File: config.mk
export PLATFORM = sky130hd
export DESIGN_NAME = slave_rd_arbiter_flat
export DESIGN_NICKNAME = d
export VERILOG_FILES = /design/src/rtl/slave_rd_arbiter_pkg.sv /design/src/rtl/slave_rd_arbiter_if.sv /design/src/rtl/slave_rd_arbiter_ord_fifo.sv /design/src/rtl/slave_rd_arbiter.sv /design/src/flat_wrapper.sv
export SDC_FILE = /design/constraint.sdc
export NUM_CORES = 1
export LEC_CHECK = 0
export CAP_MARGIN = 20
export CORE_MARGIN = 4
export CORE_UTILIZATION = 51
export DETAILED_ROUTE_END_ITERATION = 10
export PLACE_DENSITY = 0.91
export SYNTH_ARGS = -nofsm -noshare
export SYNTH_HDL_FRONTEND = slang
export SYNTH_SLANG_ARGS = --single-unit
File: constraint.sdc
create_clock -name clk -period 7.6 [get_ports clk]
set_input_delay 1.52 -clock clk [delete_from_list [all_inputs] [get_ports clk]]
set_output_delay 1.52 -clock clk [all_outputs]
set_load 0.05 [all_outputs]
File: src/rtl/slave_rd_arbiter_pkg.sv
// Widths, order-FIFO entry type and round-robin search for the slave read arbiter.
package slave_rd_arb_pkg;

    localparam int AXI_ADDR_WIDTH = 32;
    localparam int AXI_LEN_WIDTH  = 8;
    localparam int AXI_SIZE_WIDTH = 3;
    localparam int WORD_SIZE      = 64;

    // Requester ids are sized for the largest supported requester count.
    localparam int MAX_REQ  = 8;
    localparam int ID_WIDTH = $clog2(MAX_REQ);

    typedef logic [ID_WIDTH-1:0]      req_id_t;
    typedef logic [AXI_LEN_WIDTH-1:0] axi_len_t;

    typedef struct packed {
        req_id_t  id;
        axi_len_t len;
    } ord_entry_t;

    // First set request after 'last', wrapping modulo num_req.
    function automatic req_id_t RR_NEXT(
        input logic [MAX_REQ-1:0] req,
        input req_id_t            last,
        input int                 num_req
    );
        req_id_t win;
        logic    found;
        int      cand;
        win   = last;
        found = 1'b0;
        for (int k = 1; k <= MAX_REQ; k++) begin
            cand = int'(last) + k;
            if (cand >= num_req) cand = cand - num_req;
            if (k <= num_req && !found && req[cand[ID_WIDTH-1:0]]) begin
                win   = cand[ID_WIDTH-1:0];
                found = 1'b1;
            end
        end
        return win;
    endfunction

endpackage

File: src/rtl/slave_rd_arbiter_if.sv
// Requester, memory-queue and response signals shared by the slave read arbiter.
interface slave_rd_arbiter_if
    import slave_rd_arb_pkg::*;
#(
    parameter int NUM_REQ = 2
);
    logic [NUM_REQ-1:0]                req_cmd_rd;
    logic [NUM_REQ*AXI_ADDR_WIDTH-1:0] req_addr;
    logic [NUM_REQ*AXI_LEN_WIDTH-1:0]  req_len;
    logic [NUM_REQ*AXI_SIZE_WIDTH-1:0] req_size;
    logic [NUM_REQ-1:0]                req_ack;

    logic                      slave2mem_cmd_rd;
    logic [AXI_ADDR_WIDTH-1:0] slave2mem_addr;
    logic [AXI_LEN_WIDTH-1:0]  slave2mem_len;
    logic [AXI_SIZE_WIDTH-1:0] slave2mem_size;
    logic                      mem2slave_rd_ready;
    logic                      mem2slave_rdresp_vld;
    logic [WORD_SIZE-1:0]      mem2slave_rdresp_data;

    logic [NUM_REQ-1:0]        rsp_vld;
    logic [WORD_SIZE-1:0]      rsp_data;
    logic                      rsp_last;
    logic                      err_orphan;

    modport slave (
        input  req_cmd_rd, req_addr, req_len, req_size,
               mem2slave_rd_ready, mem2slave_rdresp_vld, mem2slave_rdresp_data,
        output req_ack, slave2mem_cmd_rd, slave2mem_addr, slave2mem_len, slave2mem_size,
               rsp_vld, rsp_data, rsp_last, err_orphan
    );

    modport master (
        output req_cmd_rd, req_addr, req_len, req_size,
               mem2slave_rd_ready, mem2slave_rdresp_vld, mem2slave_rdresp_data,
        input  req_ack, slave2mem_cmd_rd, slave2mem_addr, slave2mem_len, slave2mem_size,
               rsp_vld, rsp_data, rsp_last, err_orphan
    );

endinterface

File: src/rtl/slave_rd_arbiter_ord_fifo.sv
// Order FIFO: remembers which requester owns each outstanding command, in issue order.
module slave_rd_ord_fifo
    import slave_rd_arb_pkg::*;
#(
    parameter int DEPTH = 8
)(
    input  logic       clk,
    input  logic       reset,
    input  logic       push_i,
    input  ord_entry_t push_entry_i,
    input  logic       pop_i,
    output logic       full_o,
    output logic       empty_o,
    output ord_entry_t head_o
);
    localparam int PTR_W = $clog2(DEPTH);

    ord_entry_t       mem_q [DEPTH];
    logic [PTR_W-1:0] wr_ptr_q, rd_ptr_q;
    logic [PTR_W:0]   count_q;
    logic             do_push, do_pop;

    // Full is judged on the pre-pop count, so a pop never makes room in the same cycle.
    assign full_o  = (count_q == (PTR_W+1)'(DEPTH));
    assign empty_o = (count_q == '0);
    assign do_push = push_i && !full_o;
    assign do_pop  = pop_i && !empty_o;
    assign head_o  = mem_q[rd_ptr_q];

    // NOTE: storage is left unreset; only pointers and count decide validity.
    always_ff @(posedge clk) begin
        if (do_push) mem_q[wr_ptr_q] <= push_entry_i;
    end

    // NOTE: sequential state uses <= so all registers update from pre-edge values.
    always_ff @(posedge clk or negedge reset) begin
        if (!reset) begin
            wr_ptr_q <= '0;
            rd_ptr_q <= '0;
            count_q  <= '0;
        end else begin
            if (do_push) wr_ptr_q <= wr_ptr_q + 1'b1;
            if (do_pop)  rd_ptr_q <= rd_ptr_q + 1'b1;
            case ({do_push, do_pop})
                2'b10:   count_q <= count_q + 1'b1;
                2'b01:   count_q <= count_q - 1'b1;
                default: count_q <= count_q;
            endcase
        end
    end

endmodule

File: src/rtl/slave_rd_arbiter.sv
// Round-robin issue of requester read commands into one memory read port, with
// in-order routing of returned beats back to their owners.
module slave_rd_arbiter
    import slave_rd_arb_pkg::*;
#(
    parameter int NUM_REQ   = 2,
    parameter int ORD_DEPTH = 8,
    parameter int ISSUE_GAP = 2
)(
    input logic               clk,
    input logic               reset,
    slave_rd_arbiter_if.slave bus
);
    localparam int              GAP_W    = $clog2(ISSUE_GAP);
    localparam logic [GAP_W-1:0] GAP_LOAD = GAP_W'(ISSUE_GAP - 1);

    logic [NUM_REQ-1:0]        eligible;
    logic [MAX_REQ-1:0]        eligible_ext;
    req_id_t                   winner;
    logic                      issue;

    req_id_t                   last_grant_q, last_grant_d;
    logic [GAP_W-1:0]          gap_q, gap_d;
    logic                      cmd_q, cmd_d;
    logic [AXI_ADDR_WIDTH-1:0] addr_q, addr_d;
    axi_len_t                  len_q, len_d;
    logic [AXI_SIZE_WIDTH-1:0] size_q, size_d;
    logic [NUM_REQ-1:0]        ack_q, ack_d;

    axi_len_t                  beat_q, beat_d;
    logic [NUM_REQ-1:0]        rsp_vld_q, rsp_vld_d;
    logic [WORD_SIZE-1:0]      rsp_data_q, rsp_data_d;
    logic                      rsp_last_q, rsp_last_d;
    logic                      orphan_q, orphan_d;

    ord_entry_t                push_entry, head;
    logic                      fifo_full, fifo_empty, fifo_pop;

    slave_rd_ord_fifo #(.DEPTH(ORD_DEPTH)) u_ord_fifo (
        .clk          (clk),
        .reset        (reset),
        .push_i       (issue),
        .push_entry_i (push_entry),
        .pop_i        (fifo_pop),
        .full_o       (fifo_full),
        .empty_o      (fifo_empty),
        .head_o       (head)
    );

    // A requester whose ack is high is still showing its old, already-taken command.
    always_comb begin
        eligible     = bus.req_cmd_rd & ~ack_q;
        eligible_ext = '0;
        eligible_ext[NUM_REQ-1:0] = eligible;
        winner       = RR_NEXT(eligible_ext, last_grant_q, NUM_REQ);
        issue        = (|eligible) && bus.mem2slave_rd_ready && !fifo_full && (gap_q == '0);
    end

    // NOTE: every output of a combinational block gets a default first, so no latch is inferred.
    always_comb begin
        cmd_d        = issue;
        ack_d        = '0;
        addr_d       = addr_q;
        len_d        = len_q;
        size_d       = size_q;
        last_grant_d = last_grant_q;
        push_entry   = '0;
        gap_d        = (gap_q != '0) ? gap_q - 1'b1 : gap_q;
        if (issue) begin
            ack_d          = NUM_REQ'(1) << winner;
            addr_d         = bus.req_addr[int'(winner)*AXI_ADDR_WIDTH +: AXI_ADDR_WIDTH];
            len_d          = bus.req_len[int'(winner)*AXI_LEN_WIDTH +: AXI_LEN_WIDTH];
            size_d         = bus.req_size[int'(winner)*AXI_SIZE_WIDTH +: AXI_SIZE_WIDTH];
            last_grant_d   = winner;
            push_entry.id  = winner;
            push_entry.len = bus.req_len[int'(winner)*AXI_LEN_WIDTH +: AXI_LEN_WIDTH];
            gap_d          = GAP_LOAD;
        end
    end

    // Beats go to the oldest outstanding command; a beat with nothing outstanding is dropped.
    always_comb begin
        rsp_vld_d  = '0;
        rsp_last_d = 1'b0;
        rsp_data_d = rsp_data_q;
        beat_d     = beat_q;
        orphan_d   = orphan_q;
        fifo_pop   = 1'b0;
        if (bus.mem2slave_rdresp_vld) begin
            if (fifo_empty) begin
                orphan_d = 1'b1;
            end else begin
                rsp_vld_d  = NUM_REQ'(1) << head.id;
                rsp_data_d = bus.mem2slave_rdresp_data;
                if (beat_q == head.len) begin
                    rsp_last_d = 1'b1;
                    fifo_pop   = 1'b1;
                    beat_d     = '0;
                end else begin
                    beat_d = beat_q + 1'b1;
                end
            end
        end
    end

    always_ff @(posedge clk or negedge reset) begin
        if (!reset) begin
            last_grant_q <= req_id_t'(NUM_REQ - 1);
            gap_q        <= '0;
            cmd_q        <= 1'b0;
            addr_q       <= '0;
            len_q        <= '0;
            size_q       <= '0;
            ack_q        <= '0;
            beat_q       <= '0;
            rsp_vld_q    <= '0;
            rsp_data_q   <= '0;
            rsp_last_q   <= 1'b0;
            orphan_q     <= 1'b0;
        end else begin
            last_grant_q <= last_grant_d;
            gap_q        <= gap_d;
            cmd_q        <= cmd_d;
            addr_q       <= addr_d;
            len_q        <= len_d;
            size_q       <= size_d;
            ack_q        <= ack_d;
            beat_q       <= beat_d;
            rsp_vld_q    <= rsp_vld_d;
            rsp_data_q   <= rsp_data_d;
            rsp_last_q   <= rsp_last_d;
            orphan_q     <= orphan_d;
        end
    end

    assign bus.slave2mem_cmd_rd = cmd_q;
    assign bus.slave2mem_addr   = addr_q;
    assign bus.slave2mem_len    = len_q;
    assign bus.slave2mem_size   = size_q;
    assign bus.req_ack          = ack_q;
    assign bus.rsp_vld          = rsp_vld_q;
    assign bus.rsp_data         = rsp_data_q;
    assign bus.rsp_last         = rsp_last_q;
    assign bus.err_orphan       = orphan_q;

endmodule

File: src/flat_wrapper.sv
// flat-port wrapper written by rule: the top's interface ports become plain ports
module slave_rd_arbiter_flat import slave_rd_arb_pkg::*;
#(
    parameter int NUM_REQ   = 2,
    parameter int ORD_DEPTH = 8,
    parameter int ISSUE_GAP = 2
)
  (clk, reset, bus_req_cmd_rd, bus_req_addr, bus_req_len, bus_req_size, bus_mem2slave_rd_ready, bus_mem2slave_rdresp_vld, bus_mem2slave_rdresp_data, bus_req_ack, bus_slave2mem_cmd_rd, bus_slave2mem_addr, bus_slave2mem_len, bus_slave2mem_size, bus_rsp_vld, bus_rsp_data, bus_rsp_last, bus_err_orphan);
  slave_rd_arbiter_if #(.NUM_REQ(NUM_REQ)) bus_i ();
  input logic clk;
  input logic reset;
  input wire logic [$bits(bus_i.req_cmd_rd)-1:0] bus_req_cmd_rd;
  input wire logic [$bits(bus_i.req_addr)-1:0] bus_req_addr;
  input wire logic [$bits(bus_i.req_len)-1:0] bus_req_len;
  input wire logic [$bits(bus_i.req_size)-1:0] bus_req_size;
  input wire logic [$bits(bus_i.mem2slave_rd_ready)-1:0] bus_mem2slave_rd_ready;
  input wire logic [$bits(bus_i.mem2slave_rdresp_vld)-1:0] bus_mem2slave_rdresp_vld;
  input wire logic [$bits(bus_i.mem2slave_rdresp_data)-1:0] bus_mem2slave_rdresp_data;
  output wire logic [$bits(bus_i.req_ack)-1:0] bus_req_ack;
  output wire logic [$bits(bus_i.slave2mem_cmd_rd)-1:0] bus_slave2mem_cmd_rd;
  output wire logic [$bits(bus_i.slave2mem_addr)-1:0] bus_slave2mem_addr;
  output wire logic [$bits(bus_i.slave2mem_len)-1:0] bus_slave2mem_len;
  output wire logic [$bits(bus_i.slave2mem_size)-1:0] bus_slave2mem_size;
  output wire logic [$bits(bus_i.rsp_vld)-1:0] bus_rsp_vld;
  output wire logic [$bits(bus_i.rsp_data)-1:0] bus_rsp_data;
  output wire logic [$bits(bus_i.rsp_last)-1:0] bus_rsp_last;
  output wire logic [$bits(bus_i.err_orphan)-1:0] bus_err_orphan;
  assign bus_i.req_cmd_rd = bus_req_cmd_rd;
  assign bus_i.req_addr = bus_req_addr;
  assign bus_i.req_len = bus_req_len;
  assign bus_i.req_size = bus_req_size;
  assign bus_i.mem2slave_rd_ready = bus_mem2slave_rd_ready;
  assign bus_i.mem2slave_rdresp_vld = bus_mem2slave_rdresp_vld;
  assign bus_i.mem2slave_rdresp_data = bus_mem2slave_rdresp_data;
  assign bus_req_ack = bus_i.req_ack;
  assign bus_slave2mem_cmd_rd = bus_i.slave2mem_cmd_rd;
  assign bus_slave2mem_addr = bus_i.slave2mem_addr;
  assign bus_slave2mem_len = bus_i.slave2mem_len;
  assign bus_slave2mem_size = bus_i.slave2mem_size;
  assign bus_rsp_vld = bus_i.rsp_vld;
  assign bus_rsp_data = bus_i.rsp_data;
  assign bus_rsp_last = bus_i.rsp_last;
  assign bus_err_orphan = bus_i.err_orphan;
  slave_rd_arbiter #(.NUM_REQ(NUM_REQ), .ORD_DEPTH(ORD_DEPTH), .ISSUE_GAP(ISSUE_GAP)) u_core (.clk(clk), .reset(reset), .bus(bus_i));
endmodule
==> results of run 1 <==
## path summary, 6_finish.rpt
kind	slack, ps	end	depth (start not counted)	startpoint
hold reg to reg	480	u_core.bus.slave2mem_addr[22]	2	u_core.bus.slave2mem_addr[22]
setup reg to reg	3700	u_core.u_ord_fifo.count_q[3]	13	u_core.u_ord_fifo.rd_ptr_q[0]
setup / recovery	3220	u_core.u_ord_fifo.count_q[3]	11	bus_req_cmd_rd[1]
max in group asynchronous	5290	u_core.bus.slave2mem_len[2]	2	reset
min in group asynchronous	980	u_core.bus.rsp_vld[1]	1	reset
hold / removal	480	u_core.bus.slave2mem_addr[22]	2	u_core.bus.slave2mem_addr[22]
## metrics by stage
step           power (µW)  instance area, µm²
5_1_grt              5700               13100
2_1_floorplan        3480                9350
3_5_place_dp         4330               12300
6_report             5470               13100
3_3_place_gp         4260               12300
4_1_cts              5480               13100
## power breakdown
part           internal (µW)  switching (µW)
combinational            926            1590
sequential              1600             235
clock                    650             467
## routing by layer
metal | vias up | share of wire (%) | global-route usage [%]
met5 | - | 0 | 0
met4 | 0 | 4.6 | 10.3
met3 | 64 | 8.4 | 5.29
met2 | 365 | 51 | 41.0
met1 | 3147 | 36 | 28.4
li1 | 2924 | - | -
## sequential cells by signal, indices dropped and copies added, names as in the netlist
name,count
u_core.bus.rsp_data,64
u_core.bus.slave2mem_size,3
u_core.u_ord_fifo.wr_ptr_q,3
u_core.beat_q,8
u_core.u_ord_fifo.mem_q,88
u_core.bus.slave2mem_cmd_rd,1
u_core.last_grant_q,3
u_core.bus.err_orphan,1
u_core.u_ord_fifo.count_q,4
u_core.u_ord_fifo.rd_ptr_q,3
u_core.bus.req_ack,2
u_core.bus.slave2mem_addr,32
u_core.bus.rsp_vld,2
u_core.bus.rsp_last,1
u_core.bus.slave2mem_len,8
## area by class of cell
class                   count  area, µm²
inverters                  12       45.0
clock inverters             9       92.6
multi-input cells         386       3180
flip-flops and latches    223       6020
fillers                  1082       4940
well taps                 229        287
clock buffers              33        664
repair buffers            282       2800
## cells in the final DEF (no fill, tap or decap), types with 4 or more instances in the layout
| master | n |
|---|---|
| clkdlybuf4s50_1 | 268 |
| dfrtp_1 | 134 |
| edfxtp_1 | 88 |
| nand2_1 | 68 |
| mux2i_1 | 65 |
| mux2_2 | 64 |
| o21ai_0 | 42 |
| clkbuf_16 | 24 |
| nor2_1 | 23 |
| mux4_2 | 13 |
| ha_1 | 12 |
| buf_4 | 12 |
| inv_1 | 11 |
| nor3_1 | 11 |
| xor2_1 | 10 |
| a21oi_1 | 8 |
| xnor2_1 | 7 |
| clkbuf_1 | 6 |
| nor3b_1 | 5 |
| o32ai_1 | 5 |
| o21ai_1 | 5 |
| nand3_1 | 4 |
| nor2b_1 | 4 |
| clkinv_2 | 4 |
## kinds of logic after synthesis
family                     count (synthesis)  share of synthesized area [%]
xor gates and xnor gates                  17                           1.59
AOI/OAI and AO/OA                         72                           4.66
and+or+nand+nor                          140                           7.25
DFF                                      223                           64.4
adders and majority gates                 13                           1.82
muxes                                    144                           18.2
buffers and inverters                     44                           2.06
## critical path, stage by stage
cell and delay, ps:
clkdlybuf4s50_1 530, nand2_1 90, a221oi_2 590, inv_2 560, ha_1 440, ha_1 280, a21o_1 190, a21oi_1 210
xnor2_1 150, nor2_1 70, xor2_1 140
==> run_results.csv, run 1 <==
group,metric,value,unit
logic_synthesis,yosysSeqAreaShare,64.4,%
logic_synthesis,syn_avg_cell_area,14.3,µm²
sta,setup_viol,0,
logic_synthesis,synth_area_leaders,"dfrtp_1 (36%), edfxtp_1 (28%), mux2_2 (7.7%), mux2i_1 (7.0%), mux4_2 (3.1%)",
grt,grt_remaining_overflow,0,
sta,tightest_slew,1060,ps
logic_synthesis,synth_cell_types,51,
floorplanning,die-area,20600,µm²
place,dpl_worst_slack,2900,ps
critical_path,worstSetupPathType,"in -> reg",
sta,setup_slack,3220,ps
clock_network,cts_inserted_buffers,23,
finish,stdcell_count,1174,
clock_network,ctsHtreeMaxLevel,1,
floorplanning,rows,49,
clock_network,postCtsHoldBufs,0,
logic_synthesis,syn-instance-count,653,
finish,final_core_utilization,72.6,%
floorplanning,die_h,143,µm
finish,fin_nets,1097,
power_and_ir_drop,power.leakage,0.00521,µW
logic_synthesis,synth_top_area_share,35.9,%
floorplanning,boundaryPins,270,
power_and_ir_drop,power_density,418,nW/µm²
logic_synthesis,synth_nets,822,
detailed_routing,ant_nets,0,
outcome,status,"finished, final reports clean",
sta,finalHoldWorstSlack,476,ps
logic_synthesis,synth_edf_count,88,
logic_synthesis,synth.most_common_cell,"dfrtp_1",
clock_network,clk_latency,520,ps
detailed_routing,drc,0,
sta,final.period_utilization,57.7,%
detailed_routing,firstDrtPassIters,5,
place,hpwl,16700,µm
floorplanning,die_w,143,µm
critical_path,cp.arrival,4770,ps
sta,fin_setup_tns,0,ps
grt,grt_pass1_wl,37500,µm
floorplanning,initial_core_util,51.9,%
finish,antennaDiodeCount,0,
finish,final_layout_size_suffix_gt1_share,15.2,%
detailed_routing,drt-vias-per-instance,5.54,
clock_network,clockBufferDepth,3,
sta,timing_hold_violations_final,0,
logic_synthesis,async_flop_share,60.5,%
clock_network,path_clk_slew,60,ps
sta,period_minus_slack,4380,ps
floorplanning,fp.coreArea,18000,µm²
clock_network,tritoncts,"done",
power_and_ir_drop,ir_drop,0.307,mV
clock_network,clock_sinks,223,
logic_synthesis,synth.largest_area_cell,"dfrtp_1",
logic_synthesis,ys_ff_latch,223,
critical_path,cp.required,7990,ps
finish,area_growth,39.9,%
logic_synthesis,synth_ff_type,"dfrtp_1",
sta,max_freq,228,MHz
detailed_routing,route.detailed.wl_per_inst,21.0,µm
detailed_routing,wirelength,24700,µm
critical_path,startpoint_type,"primary input",
grt,track_usage,23.6,%
place,globalplace.congestion,0.839,
critical_path,end_kind,"flop",
sta,slew-limit-headroom,28.8,%
clock_network,root_buffer,"clkbuf_16",
hold_path,hold_path.class,"reg -> reg",
detailed_routing,drt_iter0_markers,543,
sta,report.final.slew_viol_count,0,
clock_network,ctsResizeCount,0,
detailed_routing,vias,6500,
run,max_cap_violations,0,
logic_synthesis,synthTopCellsByCount,"dfrtp_1 (134), edfxtp_1 (88), nand2_1 (68)",
clock_network,post_cts_buffers,0,
logic_synthesis,ys_warn_count,0,
grt,antenna_found_initial,0,
grt,grt_max_degree,72,
sta,clock_skew,20.9,ps
place,port-buffer-count,269,
place,place_inst,1131,
critical_path,critPathMaxFanout,52,
grt,grt_pass1_vias,6745,
logic_synthesis,syn_area,9350,µm²
sta,grt_setup_unrepaired,"no",
Note: power is estimated with default switching activity, not from simulation.
==> run 2: changes to the inputs <==
--- a/config.mk
+++ b/config.mk
@@ -7,9 +7,9 @@
 export LEC_CHECK = 0
 export CAP_MARGIN = 20
 export CORE_MARGIN = 4
-export CORE_UTILIZATION = 51
+export CORE_UTILIZATION = 43
 export DETAILED_ROUTE_END_ITERATION = 10
-export PLACE_DENSITY = 0.91
+export PLACE_DENSITY = 0.82
 export SYNTH_ARGS = -nofsm -noshare
 export SYNTH_HDL_FRONTEND = slang
 export SYNTH_SLANG_ARGS = --single-unit
==> constraint.sdc (replaced) <==
create_clock -name clk -period 3.55 [get_ports clk]
set_input_delay 0.71 -clock clk [delete_from_list [all_inputs] [get_ports clk]]
set_output_delay 0.71 -clock clk [all_outputs]
set_load 0.05 [all_outputs]
==> run 2 against run 1 <==
- worst setup slack lost 2900 ps
- wire length shrank 6.8%
- combinational power grew 120%
- register-to-register slack lost 3400 ps
- clock skew shrank 9.0 ps
- critical path depth grew 2
- non-clock buffer count grew 20
- via count shrank 2.7%
- count of clock-buffer cells in the layout shrank 4
- die area grew 18%
- critical path type is now reg -> reg
- largest power group unchanged
- highest routed layer unchanged
==> run_results.csv, run 2 (synthesized netlist as in run 1, its figures left out) <==
group,metric,value,unit
finish,largest_register_ffs,88,
floorplanning,boundaryPins,270,
power_and_ir_drop,pwr-share-seq,32.9,%
critical_path,cp.arrival,3650,ps
critical_path,cp.buffers_inverters,1,
detailed_routing,wirelength,23000,µm
finish,final_common_cell,"clkdlybuf4s50_1",
power_and_ir_drop,p_sw_share,40.8,%
grt,grt_pass1_vias,6727,
detailed_routing,route.detailed.wl_per_inst,18.6,µm
floorplanning,rows,53,
critical_path,critical_path.cell_chain,"buf_4, mux4_1, mux2i_1, xor2_1, nand4_4, nor4_4, ha_1, ha_1, a21o_1, a21oi_1, xnor2_1, nor2_1, xor2_1",
critical_path,worstSetupPathType,"reg -> reg",
floorplanning,die_w,155,µm
detailed_routing,dr.max_layer_used,"met4",
sta,slew-limit-headroom,32.0,%
sta,fin_setup_tns,0,ps
sta,finalHoldWorstSlack,191,ps
place,port-buffer-count,269,
run,max_cap_violations,0,
sta,report.final.slew_viol_count,0,
detailed_routing,met2_length,11600,µm
power_and_ir_drop,ir_drop,0.609,mV
detailed_routing,drc,0,
grt,grt_max_degree,85,
clock_network,clk_latency,520,ps
sta,max_freq,307,MHz
finish,layout_common_cells,"clkdlybuf4s50_1 (268), dfrtp_1 (134), edfxtp_1 (88)",
critical_path,cp_slowest_cell,"mux4_1",
power_and_ir_drop,clkPwrFrac,21.1,%
sta,period_minus_slack,3260,ps
finish,final_layout_size_suffix_gt1_share,17.1,%
outcome,status,"finished, final reports clean",
power_and_ir_drop,p_int,6970,µW
grt,track_usage,18.7,%
sta,tightest_slew,1020,ps
finish,area_growth,42.6,%
finish,largest-register,"u_core.u_ord_fifo.mem_q",
sta,grt_setup_unrepaired,"no",
clock_network,clockBufferDepth,3,
finish,antennaDiodeCount,0,
power_and_ir_drop,power_density,883,nW/µm²
clock_network,tritoncts,"done",
critical_path,startpoint_type,"flop",
clock_network,root_buffer,"clkbuf_16",
clock_network,clock_sinks,223,
clock_network,ctsHtreeMaxLevel,1,
detailed_routing,wl_met1,8990,µm
power_and_ir_drop,switching_power,4810,µW
sta,final.period_utilization,91.7,%
critical_path,critPathMaxStageDelay,550,ps
floorplanning,die-area,24200,µm²
detailed_routing,drt_iter0_markers,385,
clock_network,cts_inserted_buffers,23,
detailed_routing,routed-wl-met3,1880,µm
finish,fin_nets,1117,
place,hpwl,16400,µm
sta,clock_skew,12.0,ps
finish,final_core_utilization,62.8,%
sta,setup_viol,0,
clock_network,ctsResizeCount,0,
clock_network,path_clk_slew,60,ps
grt,grt_remaining_overflow,0,
detailed_routing,ant_nets,0,
sta,timing_hold_violations_final,0,
floorplanning,fp.coreArea,21200,µm²
place,globalplace.congestion,0.798,
power_and_ir_drop,p_comb_share,46.0,%
critical_path,critPathMaxFanout,8,
grt,grt_pass1_wl,36300,µm
power_and_ir_drop,power.leakage,0.00533,µW
critical_path,cp.required,3940,ps
detailed_routing,vias,6323,
detailed_routing,drt-vias-per-instance,5.10,
floorplanning,die_h,155,µm
hold_path,hold_path.class,"in -> async",
grt,antenna_found_initial,0,
critical_path,cp_top_family,"multiplexers",
detailed_routing,firstDrtPassIters,4,
floorplanning,initial_core_util,44.1,%
critical_path,end_kind,"flop",
run 2: final cells by class:
cell class / count / area (µm²)
timing repair buffer: 302 / 2970
clock buffer: 29 / 618
clock inverter: 13 / 169
multi-input combinational: 386 / 3170
sequential: 223 / 6020
tap: 275 / 344
inverter: 12 / 45.0
fill: 1620 / 7880
run 2: power by group through the flow:
stage | clock [µW] | combinational (µW) | sequential [µW]
after global routing | 2660 | 5750 | 3960
after detailed placement | 0 | 5440 | 3910
final | 2480 | 5420 | 3880
after floorplan | 0 | 1970 | 5480
after global placement | 0 | 5350 | 3880
after CTS | 2540 | 5470 | 3880
run 2: what timing repair did:
action	in CTS	in global routing
hold buffers	0	0
setup buffers	0	2
setup endpoints to repair	0	1
run 2: metrics by stage:
stage,setup WS (ps),total power (µW),cell area (µm²),instances
finish,294,11800,13300,1240
global route,30.2,12400,13300,1240
CTS,240,11900,13300,1238
detailed placement,250,9350,12500,1196
global placement,313,9230,12500,1196
floorplan,298,7450,9350,653
run 2: worst register-to-register path, delay by kind of cell, from the launching register on:
family                   cells  cell delay, ps
adder cells (fa/ha/maj)      2             480
flip-flops                   1             350
buffers and inverters        1             190
AND/OR/NAND/NOR              3             530
AO/OA/AOI/OAI                2             340
XOR/XNOR                     3             520
multiplexers                 2             730
run 2: path summary, 6_finish.rpt:
path                                          startpoint                       endpoint  slack, ps  depth (start not counted)
min in group clk           u_core.bus.slave2mem_addr[17]  u_core.bus.slave2mem_addr[17]        480                          2
setup / recovery           u_core.u_ord_fifo.rd_ptr_q[0]   u_core.u_ord_fifo.count_q[3]        290                         13
hold / removal                                     reset          u_core.bus.rsp_vld[1]        190                          1
max in group asynchronous                          reset         u_core.bus.rsp_data[1]       2540                          2
hold reg to reg            u_core.bus.slave2mem_addr[17]  u_core.bus.slave2mem_addr[17]        480                          2
setup reg to reg           u_core.u_ord_fifo.rd_ptr_q[0]   u_core.u_ord_fifo.count_q[3]        290                         13
run 2: per-layer routing:
layer,global-route usage (%),up-vias
met4,5.04,0
met2,32.1,270
li1,-,2962
met1,23.7,3054
met3,4.67,37
met5,0,-
==> run 3: changes to the inputs <==
--- a/config.mk
+++ b/config.mk
@@ -9,6 +9,8 @@
 export CORE_MARGIN = 4
 export CORE_UTILIZATION = 43
 export DETAILED_ROUTE_END_ITERATION = 10
+export GPL_ROUTABILITY_DRIVEN = 0
+export MAX_ROUTING_LAYER = met4
 export PLACE_DENSITY = 0.82
 export SYNTH_ARGS = -nofsm -noshare
 export SYNTH_HDL_FRONTEND = slang
==> run 3 against run 2 <==
- final cell count is the same
- highest routed layer unchanged
- sequential power is essentially flat
- critical endpoint unchanged
- sequential cell count unchanged
- largest cell class unchanged
- fmax fell by 0.30%
- register-to-register slack is essentially flat
==> run_results.csv, run 3 (synthesized netlist as in run 1, its figures left out) <==
group,metric,value,unit
floorplanning,fp.coreArea,21200,µm²
finish,final_layout_size_suffix_gt1_share,17.1,%
finish,antennaDiodeCount,0,
power_and_ir_drop,power,11800,µW
critical_path,cp_top_family,"multiplexers",
grt,track_usage,19.3,%
clock_network,path_clk_slew,60,ps
grt,antenna_found_initial,0,
power_and_ir_drop,power.leakage,0.00533,µW
power_and_ir_drop,p_sw_share,40.8,%
clock_network,tritoncts,"done",
floorplanning,die_w,155,µm
grt,use_met3,4.39,%
detailed_routing,drc,0,
sta,tightest_slew,1020,ps
detailed_routing,drt_iter0_markers,354,
clock_network,clock_sinks,223,
finish,stdcell_count,1240,
detailed_routing,route.detailed.wl_per_inst,18.6,µm
sta,slew-limit-headroom,32.0,%
critical_path,cp.required,3940,ps
grt,grt_remaining_overflow,0,
outcome,status,"finished, final reports clean",
grt,grt_pass1_vias,6749,
grt,grt_max_degree,85,
detailed_routing,firstDrtPassIters,4,
sta,setup_viol,0,
grt,grt_pass1_wl,36200,µm
finish,final_core_utilization,62.8,%
grt,grt-busiest-layer,"met2",
clock_network,root_buffer,"clkbuf_16",
detailed_routing,ant_nets,0,
floorplanning,boundaryPins,270,
critical_path,startpoint_type,"flop",
hold_path,hold_path.class,"in -> async",
sta,fin_setup_tns,0,ps
finish,ff_latch_area,6020,µm²
finish,final_common_cell,"clkdlybuf4s50_1",
sta,final.period_utilization,92.0,%
clock_network,ctsHtreeMaxLevel,1,
clock_network,postCtsHoldBufs,0,
detailed_routing,vias,6306,
detailed_routing,wirelength,23000,µm
clock_network,ctsResizeCount,0,
critical_path,cp_slowest_cell,"mux4_1",
critical_path,r2r_cells,13,
power_and_ir_drop,p_int,6970,µW
sta,timing_hold_violations_final,0,
sta,grt_setup_unrepaired,"no",
critical_path,worstSetupPathType,"reg -> reg",
power_and_ir_drop,switching_power,4810,µW
critical_path,cp.depth,13,
place,place_inst,1196,
detailed_routing,drt-vias-per-instance,5.09,
finish,largest-register,"u_core.u_ord_fifo.mem_q",
sta,clock_skew,12.4,ps
floorplanning,die-area,24200,µm²
power_and_ir_drop,pwr-share-seq,32.9,%
place,port-buffer-count,269,
finish,fin_nets,1117,
clock_network,clk_latency,520,ps
power_and_ir_drop,clkPwrFrac,21.1,%
clock_network,post_cts_buffers,0,
sta,report.final.slew_viol_count,0,
place,hpwl,16400,µm
critical_path,cp.arrival,3660,ps
critical_path,critPathMaxStageDelay,550,ps
critical_path,end_kind,"flop",
finish,largest_register_ffs,88,
grt,gr-usage-met1,24.0,%
floorplanning,initial_core_util,44.1,%
sta,period_minus_slack,3270,ps
clock_network,cts_inserted_buffers,23,
sta,max_freq,306,MHz
floorplanning,die_h,155,µm
power_and_ir_drop,ir_drop,0.608,mV
critical_path,cp.buffers_inverters,1,
floorplanning,rows,53,
finish,layout_common_cells,"clkdlybuf4s50_1 (268), dfrtp_1 (134), edfxtp_1 (88)",
power_and_ir_drop,p_comb_share,46.0,%
finish,area_growth,42.6,%
critical_path,critical_path.cell_chain,"buf_4, mux4_1, mux2i_1, xor2_1, nand4_4, nor4_4, ha_1, ha_1, a21o_1, a21oi_1, xnor2_1, nor2_1, xor2_1",
grt,met2_usage,32.1,%
finish,multi_input_area,3170,µm²
run,max_cap_violations,0,
critical_path,critPathMaxFanout,8,
finish,fillers,1620,
clock_network,clockBufferDepth,3,
power_and_ir_drop,power_density,883,nW/µm²
[run 3: path summary, 6_finish.rpt]
path | start | end | slack (ps)
min | reset | u_core.bus.rsp_vld[1] | 180
max | u_core.u_ord_fifo.rd_ptr_q[0] | u_core.u_ord_fifo.count_q[3] | 280
max in group asynchronous | reset | u_core.bus.slave2mem_size[0] | 2550
min in group clk | u_core.bus.slave2mem_addr[17] | u_core.bus.slave2mem_addr[17] | 480
max reg2reg | u_core.u_ord_fifo.rd_ptr_q[0] | u_core.u_ord_fifo.count_q[3] | 280
min reg2reg | u_core.bus.slave2mem_addr[17] | u_core.bus.slave2mem_addr[17] | 480
[run 3: power by group through the flow]
stage | sequential, µW | clock (µW) | combinational [µW]
floorplan | 5480 | 0 | 1970
global placement | 3880 | 0 | 5350
detailed placement | 3910 | 0 | 5440
CTS | 3880 | 2540 | 5470
global route | 3960 | 2660 | 5750
finish | 3880 | 2480 | 5420
[run 3: per-layer routing]
layer	up-vias	routed length, µm
met5	-	0
met4	0	514
met3	38	1960
met2	262	11600
met1	3046	8950
li1	2960	-
[run 3: area by class of cell]
type | count | share of cell area, %
multi-input cells | 386 | 23.8
clock inverters | 13 | 1.27
well taps | 275 | 2.58
flip-flops and latches | 223 | 45.2
inverters | 12 | 0.338
clock buffers | 29 | 4.63
repair buffers | 302 | 22.2
[run 3: metrics by stage]
stage                     setup slack, ps  instance area (µm²)  hold slack [ps]
after floorplan                       298                 9350              414
after global placement                313                12500              439
after detailed placement              250                12500              470
after CTS                             240                13300              228
after global routing                 30.2                13300              237
final                                 284                13300              179
